### config.mk
export PLATFORM = sky130hd
export DESIGN_NAME = spu_mem_responder
export DESIGN_NICKNAME = d
export VERILOG_FILES = /design/src/rtl/spu_mem_responder.sv
export SDC_FILE = /design/constraint.sdc
export NUM_CORES = 1
export LEC_CHECK = 0
export ABC_CLOCK_PERIOD_IN_PS = 1700
export CORE_MARGIN = 5
export CORE_UTILIZATION = 35
export DETAILED_ROUTE_END_ITERATION = 10
export DONT_BUFFER_PORTS = 1
export MAX_ROUTING_LAYER = met4
export SLEW_MARGIN = 25
export SYNTH_ARGS = -nofsm -noshare
export SYNTH_HDL_FRONTEND = slang
export SYNTH_SLANG_ARGS = --single-unit
### constraint.sdc
create_clock -name i_clk -period 1.7 [get_ports i_clk]
set_input_delay 0.425 -clock i_clk [delete_from_list [all_inputs] [get_ports i_clk]]
set_output_delay 0.425 -clock i_clk [all_outputs]
set_load 0.02 [all_outputs]
### src/rtl/spu_mem_responder.sv
// spu_mem_responder: serves per-voice-slot SPU RAM access codes from the
// voice-state sequencer and runs the req/ack handshake toward the SPU RAM
// controller. One access in flight; codes arriving while busy are dropped
// and flagged on o_collision.
// Optional: define SPU_MEMRESP_LATECHK_EN to build the read deadline counter
// that drives o_lateErr; without it o_lateErr is tied low.
module spu_mem_responder #(
  parameter int ADR_W        = 18,
  parameter int SLOT_LATENCY = 4
) (
  input  logic             i_clk,
  input  logic             i_rst,
  input  logic [2:0]       i_SPUMemWRSel,
  input  logic [ADR_W-1:0] i_voiceAdr,
  input  logic [ADR_W-1:0] i_fifoAdr,
  input  logic [15:0]      i_voiceWrData,
  input  logic [15:0]      i_fifoWrData,
  output logic [ADR_W-1:0] o_memAdr,
  output logic             o_memRd,
  output logic             o_memWr,
  output logic [15:0]      o_memWrData,
  input  logic             i_memAck,
  input  logic             i_memRdValid,
  input  logic [15:0]      i_memRdData,
  output logic [15:0]      o_dataInRAM,
  output logic             o_dataValid,
  output logic             o_fifoRdPush,
  output logic             o_busy,
  output logic             o_collision,
  output logic             o_lateErr
);

  // Access codes shared with the voice-state sequencer
  localparam logic [2:0] NO_SPU_READ = 3'd0;
  localparam logic [2:0] VOICE_RD    = 3'd1;
  localparam logic [2:0] VOICE_WR    = 3'd2;
  localparam logic [2:0] FIFO_RD     = 3'd3;
  localparam logic [2:0] FIFO_WRITE  = 3'd4;

  localparam logic [1:0] IDLE   = 2'd0;
  localparam logic [1:0] REQ    = 2'd1;
  localparam logic [1:0] WAITRD = 2'd2;

  logic [1:0] state;
  logic       isRead;
  logic       isFifo;

  // Code decode; unknown codes are treated like NO_SPU_READ
  logic codeValid, codeRead, codeFifo;
  always_comb begin
    codeRead  = (i_SPUMemWRSel == VOICE_RD) || (i_SPUMemWRSel == FIFO_RD);
    codeFifo  = (i_SPUMemWRSel == FIFO_RD)  || (i_SPUMemWRSel == FIFO_WRITE);
    codeValid = codeRead || (i_SPUMemWRSel == VOICE_WR) || (i_SPUMemWRSel == FIFO_WRITE);
  end

  assign o_busy = (state != IDLE);

  // Access FSM: latch request in IDLE, hold until ack, wait for read data
  always_ff @(posedge i_clk) begin
    if (i_rst) begin
      state        <= IDLE;
      isRead       <= 1'b0;
      isFifo       <= 1'b0;
      o_memAdr     <= '0;
      o_memWrData  <= 16'h0;
      o_memRd      <= 1'b0;
      o_memWr      <= 1'b0;
      o_dataInRAM  <= 16'h0;
      o_dataValid  <= 1'b0;
      o_fifoRdPush <= 1'b0;
      o_collision  <= 1'b0;
    end else begin
      o_dataValid  <= 1'b0;
      o_fifoRdPush <= 1'b0;
      // a completing access still occupies its slot, so this also flags
      // a code that lands on the ack / data-return cycle
      o_collision  <= (state != IDLE) && codeValid;
      case (state)
        IDLE: if (codeValid) begin
          o_memAdr    <= codeFifo ? i_fifoAdr    : i_voiceAdr;
          o_memWrData <= codeFifo ? i_fifoWrData : i_voiceWrData;
          isRead      <= codeRead;
          isFifo      <= codeFifo;
          o_memRd     <= codeRead;
          o_memWr     <= !codeRead;
          state       <= REQ;
        end
        REQ: if (i_memAck) begin
          o_memRd <= 1'b0;
          o_memWr <= 1'b0;
          state   <= isRead ? WAITRD : IDLE;
        end
        WAITRD: if (i_memRdValid) begin
          o_dataInRAM  <= i_memRdData;
          o_dataValid  <= 1'b1;
          o_fifoRdPush <= isFifo;
          state        <= IDLE;
        end
        default: state <= IDLE;
      endcase
    end
  end

`ifdef SPU_MEMRESP_LATECHK_EN
  localparam int CNT_W = $clog2(SLOT_LATENCY + 2);
  localparam logic [CNT_W-1:0] CNT_DL  = CNT_W'(SLOT_LATENCY);
  localparam logic [CNT_W-1:0] CNT_SAT = CNT_W'(SLOT_LATENCY + 1);

  logic [CNT_W-1:0] lateCnt;

  // Deadline counter: zero on read accept, counts busy cycles, saturates
  // one past the deadline so the error can only fire once per access
  always_ff @(posedge i_clk) begin
    if (i_rst)
      lateCnt <= '0;
    else if (state == IDLE && codeRead)
      lateCnt <= '0;
    else if (state != IDLE && lateCnt != CNT_SAT)
      lateCnt <= lateCnt + 1'b1;
  end

  // Flag in the deadline cycle itself unless the data arrives right then
  assign o_lateErr = isRead && (state != IDLE) && (lateCnt == CNT_DL) &&
                     !(state == WAITRD && i_memRdValid);
`else
  assign o_lateErr = 1'b0;
`endif

endmodule

# After elaboration in Yosys (flattened, before gate mapping)
# Cells that the tools add are included.
# W data, S select, Z words.
[totals] reg_bits=59 input_bits=91 output_inout_bits=57 elab_cells=50
[op_classes] n_eq_ne=9 muxes=13 bitwise=2 reduce_logical=15
[op_table] op="$mux W18" n=1
[op_table] op="$mux W16" n=1
[op_table] op="$mux W2" n=4
[op_table] op="$eq A3 B2 Y1 const B" n=2
[op_table] op="$ne A2 B2 Y1 const B" n=3
[op_table] op="$pmux W2 S3" n=1
[op_table] op="$reduce_and A3 Y1" n=2
[op_table] op="$logic_or A1 B1 Y1" n=4
[op_table] op="$mux W1" n=4
[op_table] op="$pmux W1 S2" n=2
[op_table] op="$reduce_and A2 Y1" n=2
[op_table] op="$reduce_bool A2 Y1" n=2
[op_table] op="$eq A3 B1 Y1 const B" n=1
[op_table] op="$eq A3 B3 Y1 const B" n=1
[op_table] op="$reduce_or A3 Y1" n=1
[op_table] op="$eq A2 B1 Y1 const B" n=1
[op_table] op="$eq A2 B2 Y1 const B" n=1
[op_table] op="$logic_not A2 Y1" n=1
[op_table] op="$not A1 Y1" n=2
[op_table] op="$reduce_or A2 Y1" n=1
[op_table] op="$logic_and A1 B1 Y1" n=1
[op_table] op="$logic_not A1 Y1" n=1

# Logic depth before layout (Yosys ltp)
[logic_depth] ltp_word=6 mapped_depth=7 depth_no_buf=5

# Worst setup path before layout
# Ideal clock, no wire load.
[synth_timing] kind="input-to-reg" from="in i_SPUMemWRSel[1]" to="reg o_memAdr[10]" setup_time_ps=81 arrival_time_ps=1497 required_ps=1619 setup_slack_ps=122 stages=6 path_buffers=2 path_cell_list="buf_2 > o21a_1 > nor3_4 > buf_6 > nor2_1 > a211oi_2"
[synth_via] elab_chain_len=5 elab_cells_between_ends=10 classes_between="eq/ne: 4; mux: 1; reduce/logical: 5"
[synth_rtl] item="start, declared" line_no="13" rtl="input logic [2:0] i_SPUMemWRSel,"
[synth_rtl] item="$eq A3 B1 Y1 or $eq A3 B2 Y1 (tied branches)" line_no="51, 52"
[synth_rtl] item="$logic_or A1 B1 Y1" line_no="51" rtl="codeRead = (i_SPUMemWRSel == VOICE_RD) || (i_SPUMemWRSel == FIFO_RD);"
[synth_rtl] item="$logic_or A1 B1 Y1 (2 in a row)" line_no="53" rtl="codeValid = codeRead || (i_SPUMemWRSel == VOICE_WR) || (i_SPUMemWRSel == FIFO_WRITE);"
[synth_rtl] item="$reduce_and A2 Y1 (no line)"
[synth_rtl] item="end signal, assigned" line_no="80" rtl="o_memAdr <= codeFifo ? i_fifoAdr : i_voiceAdr;"
[synth_rtl] item="end, declared" line_no="18" rtl="output logic [ADR_W-1:0] o_memAdr,"
# Parallel ways exist; a longest one is shown, timed or not.
# A chain may end at the register's enable or synchronous reset.

# Worst setup path in the final report
[layout_timing] from="reg state[1]" to="out o_busy"
[layout_via] elab_chain_len=1
[layout_rtl] item="start, declared" line_no="44" rtl="logic [1:0] state;"
[layout_rtl] item="start signal, assigned" line_no="91" rtl="state <= isRead ? WAITRD : IDLE;"
[layout_rtl] item="$reduce_bool A2 Y1" line_no="56" rtl="assign o_busy = (state != IDLE);"
[layout_rtl] item="end, declared" line_no="28" rtl="output logic o_busy,"
# No other way between the ends.

==> impl_metrics.ini <==
[run_status]
status = complete, no violations

[route]
viasPerCell = 5.72
dr.pass1.iters = 4
drc_errors = 0
drtAntennaViolNets = 0
wl_per_cell_um = 18.9
drt_first_iter_violations = 135
wl_um = 9350
via_count = 2825

[floorplan]
num_rows = 35
pin_count = 148
die_w_um = 107
start_util_pct = 35.8
fp.dieArea_sq_um = 11500
core-area_sq_um = 9200
chipHeight_um = 107

[critical_path]
crit_path_max_fanout = 6
worstSetupEndpointType = output pin
regToRegStartpoint = state[1]$_SDFFE_PP0P_
critical_path_arrival_ns = 1.13
setup.worst_path.start = state[1]$_SDFFE_PP0P_
path_cells = nor2_4 > inv_1 > buf_4
required_ns = 1.27
cpMaxStageDelayCell = dfxtp_1
startpoint_type = flop
slowest_delay_ns = 0.44
crit_type = reg2out

[sta]
fin_ws_ns = 0.142
hold_violations = 0
clock.fmax_mhz = 642
finalCriticalPeriod_ns = 1.56
maxSlewViolCount = 0
setup_viol = 0
timing.setup.tns_ns = 0
timing.slew.headroom_pct = 64.5
finalCritPeriodShare_pct = 91.6
clock_skew_ns = 0.00350
hold_slack_ns = 0.152
rsz0062_at_grt = false
max_slew.worst_pin.slew_ns = 0.532

[grt]
grt_max_degree = 60
first_global_vias = 2795
grt_use_total_pct = 16.4
grt_overflow = 0
grt_pass1_wl_um = 14500
antenna_found_initial = 0

[layout]
synthToLayoutAreaGrowth_pct = 9.87
final_cell_mix = nand2_1 (71), dfxtp_1 (59), nor2_1 (38)
nNetsFinal = 469
drive_above_1_share_pct = 15.1
fin_cells = 494
layout_commonest_cell = nand2_1
diodes = 0
stdcell_area_sq_um = 3620

[clock_tree]
path_clk_slew_ns = 0.07
post_cts_buffers = 0
cts_buffers = 9
htreeDepth = 3
cts_resized = 0
cts.sinks = 59
cts_tree = done
root_buffer = clkbuf_8
clk_path_buf_depth = 2
clk_latency_ns = 0.33
ctsHoldBuffers = 0

[placed_design]
hpwl_um = 6460
place_area_sq_um = 3360
gp_congestion = 0.721
dp_cells = 478
port_buffers = 0
dpl_worst_slack_ns = 0.164

[hold_path]
min_path_type = in2reg
hold_start = i_rst

[yosys]
ys.flop_type = dfxtp_1
synth_area_per_cell_sq_um = 8.34
ys_warn_count = 0
yosysTopAreaCell = dfxtp_1
seq_area_frac_synth_pct = 35.8
async_flop_share_pct = 0
synth_cell_types = 32
synth_area_leaders = dfxtp_1 (36%), a211oi_2 (11%), mux2i_1 (10%)
yosys.area.top_type_share_pct = 35.8
syn_inst = 395
synth_edf_count = 0
syn_nets = 486
synth_seq_cells = 59
syn-cell-area_sq_um = 3300

[job]
maxCapViolCount = 0

[pwr]
p_leak_nw = 1.27
p_per_area_nw_per_um2 = 1060
max-vdd-ir-drop_mv = 0.386
critical path, delay by kind of cell (launching register included):
family / cells / cell delay (ns)
AND/OR/NAND/NOR: 1 / 0.06
buffers and inverters: 2 / 0.30
flip-flops: 1 / 0.44
where the power goes:
| part | total, mW | switching [mW] | internal (mW) |
|---|---|---|---|
| Sequential | 1.68 | 0.194 | 1.48 |
| Combinational | 0.490 | 0.261 | 0.229 |
| Clock | 1.67 | 0.549 | 1.12 |
| Total | 3.84 | 1.00 | 2.84 |
synth_stat cells (all sizes together), types with 3 or more instances:
master	number
a211oi	37
nor2	39
nand2	71
clkbuf	24
nor2b	3
a21oi	20
o21a	3
dfxtp	59
o21ai	3
mux2i	33
nor3	4
o211ai	33
nand3b	3
or3	33
buf	14
state kept, by name, summed over array words and instances (netlist names):
name / flops
o_memWrData: 16
isRead: 1
state: 2
o_dataInRAM: 16
o_collision: 1
o_memRd: 1
o_fifoRdPush: 1
o_dataValid: 1
isFifo: 1
o_memAdr: 18
o_memWr: 1
stage by stage:
step           power (mW)  util, %
6_report             3.84     39.4
3_3_place_gp         2.19     36.6
3_5_place_dp         2.21     36.6
5_1_grt              4.03     39.4
2_1_floorplan        2.15        -
4_1_cts              3.91     39.4
logic make-up after synthesis:
kind of cell           after synthesis  share of synthesized area, %
AO/OA/AOI/OAI                      100                          25.4
other                                1                         0.114
flip-flops                          59                          35.8
multiplexers                        34                          10.4
AND/OR/NAND/NOR                    161                          22.6
buffers and inverters               40                          5.69
worst paths after layout:
path / endpoint / slack (ns) / cells past startpoint
worst max-delay path: o_busy / 0.14 / 3
worst min-delay path: o_memWrData[6]$_SDFFE_PP0P_ / 0.15 / 1
worst max register to register: o_memWrData[0]$_SDFFE_PP0P_ / 0.25 / 6
worst min register to register: isRead$_SDFFE_PP0P_ / 0.47 / 2
layout make-up:
| class | instances | area [sq um] |
|---|---|---|
| clock buffer | 11 | 131 |
| clock inverter | 5 | 125 |
| fill | 946 | 5580 |
| inverter | 2 | 7.51 |
| multi-input combinational | 296 | 1940 |
| sequential | 59 | 1180 |
| tap | 111 | 139 |
| timing repair buffer | 10 | 100 |
per-layer routing:
metal | GRT usage [%] | wire length (um) | vias up
li1 | - | - | 1377
met1 | 19.2 | 3920 | 1334
met4 | 6.48 | 248 | 0
met5 | - | 0 | -
met3 | 6.26 | 861 | 18
met2 | 25.2 | 4320 | 96
Note: power is estimated with default switching activity, not from simulation.
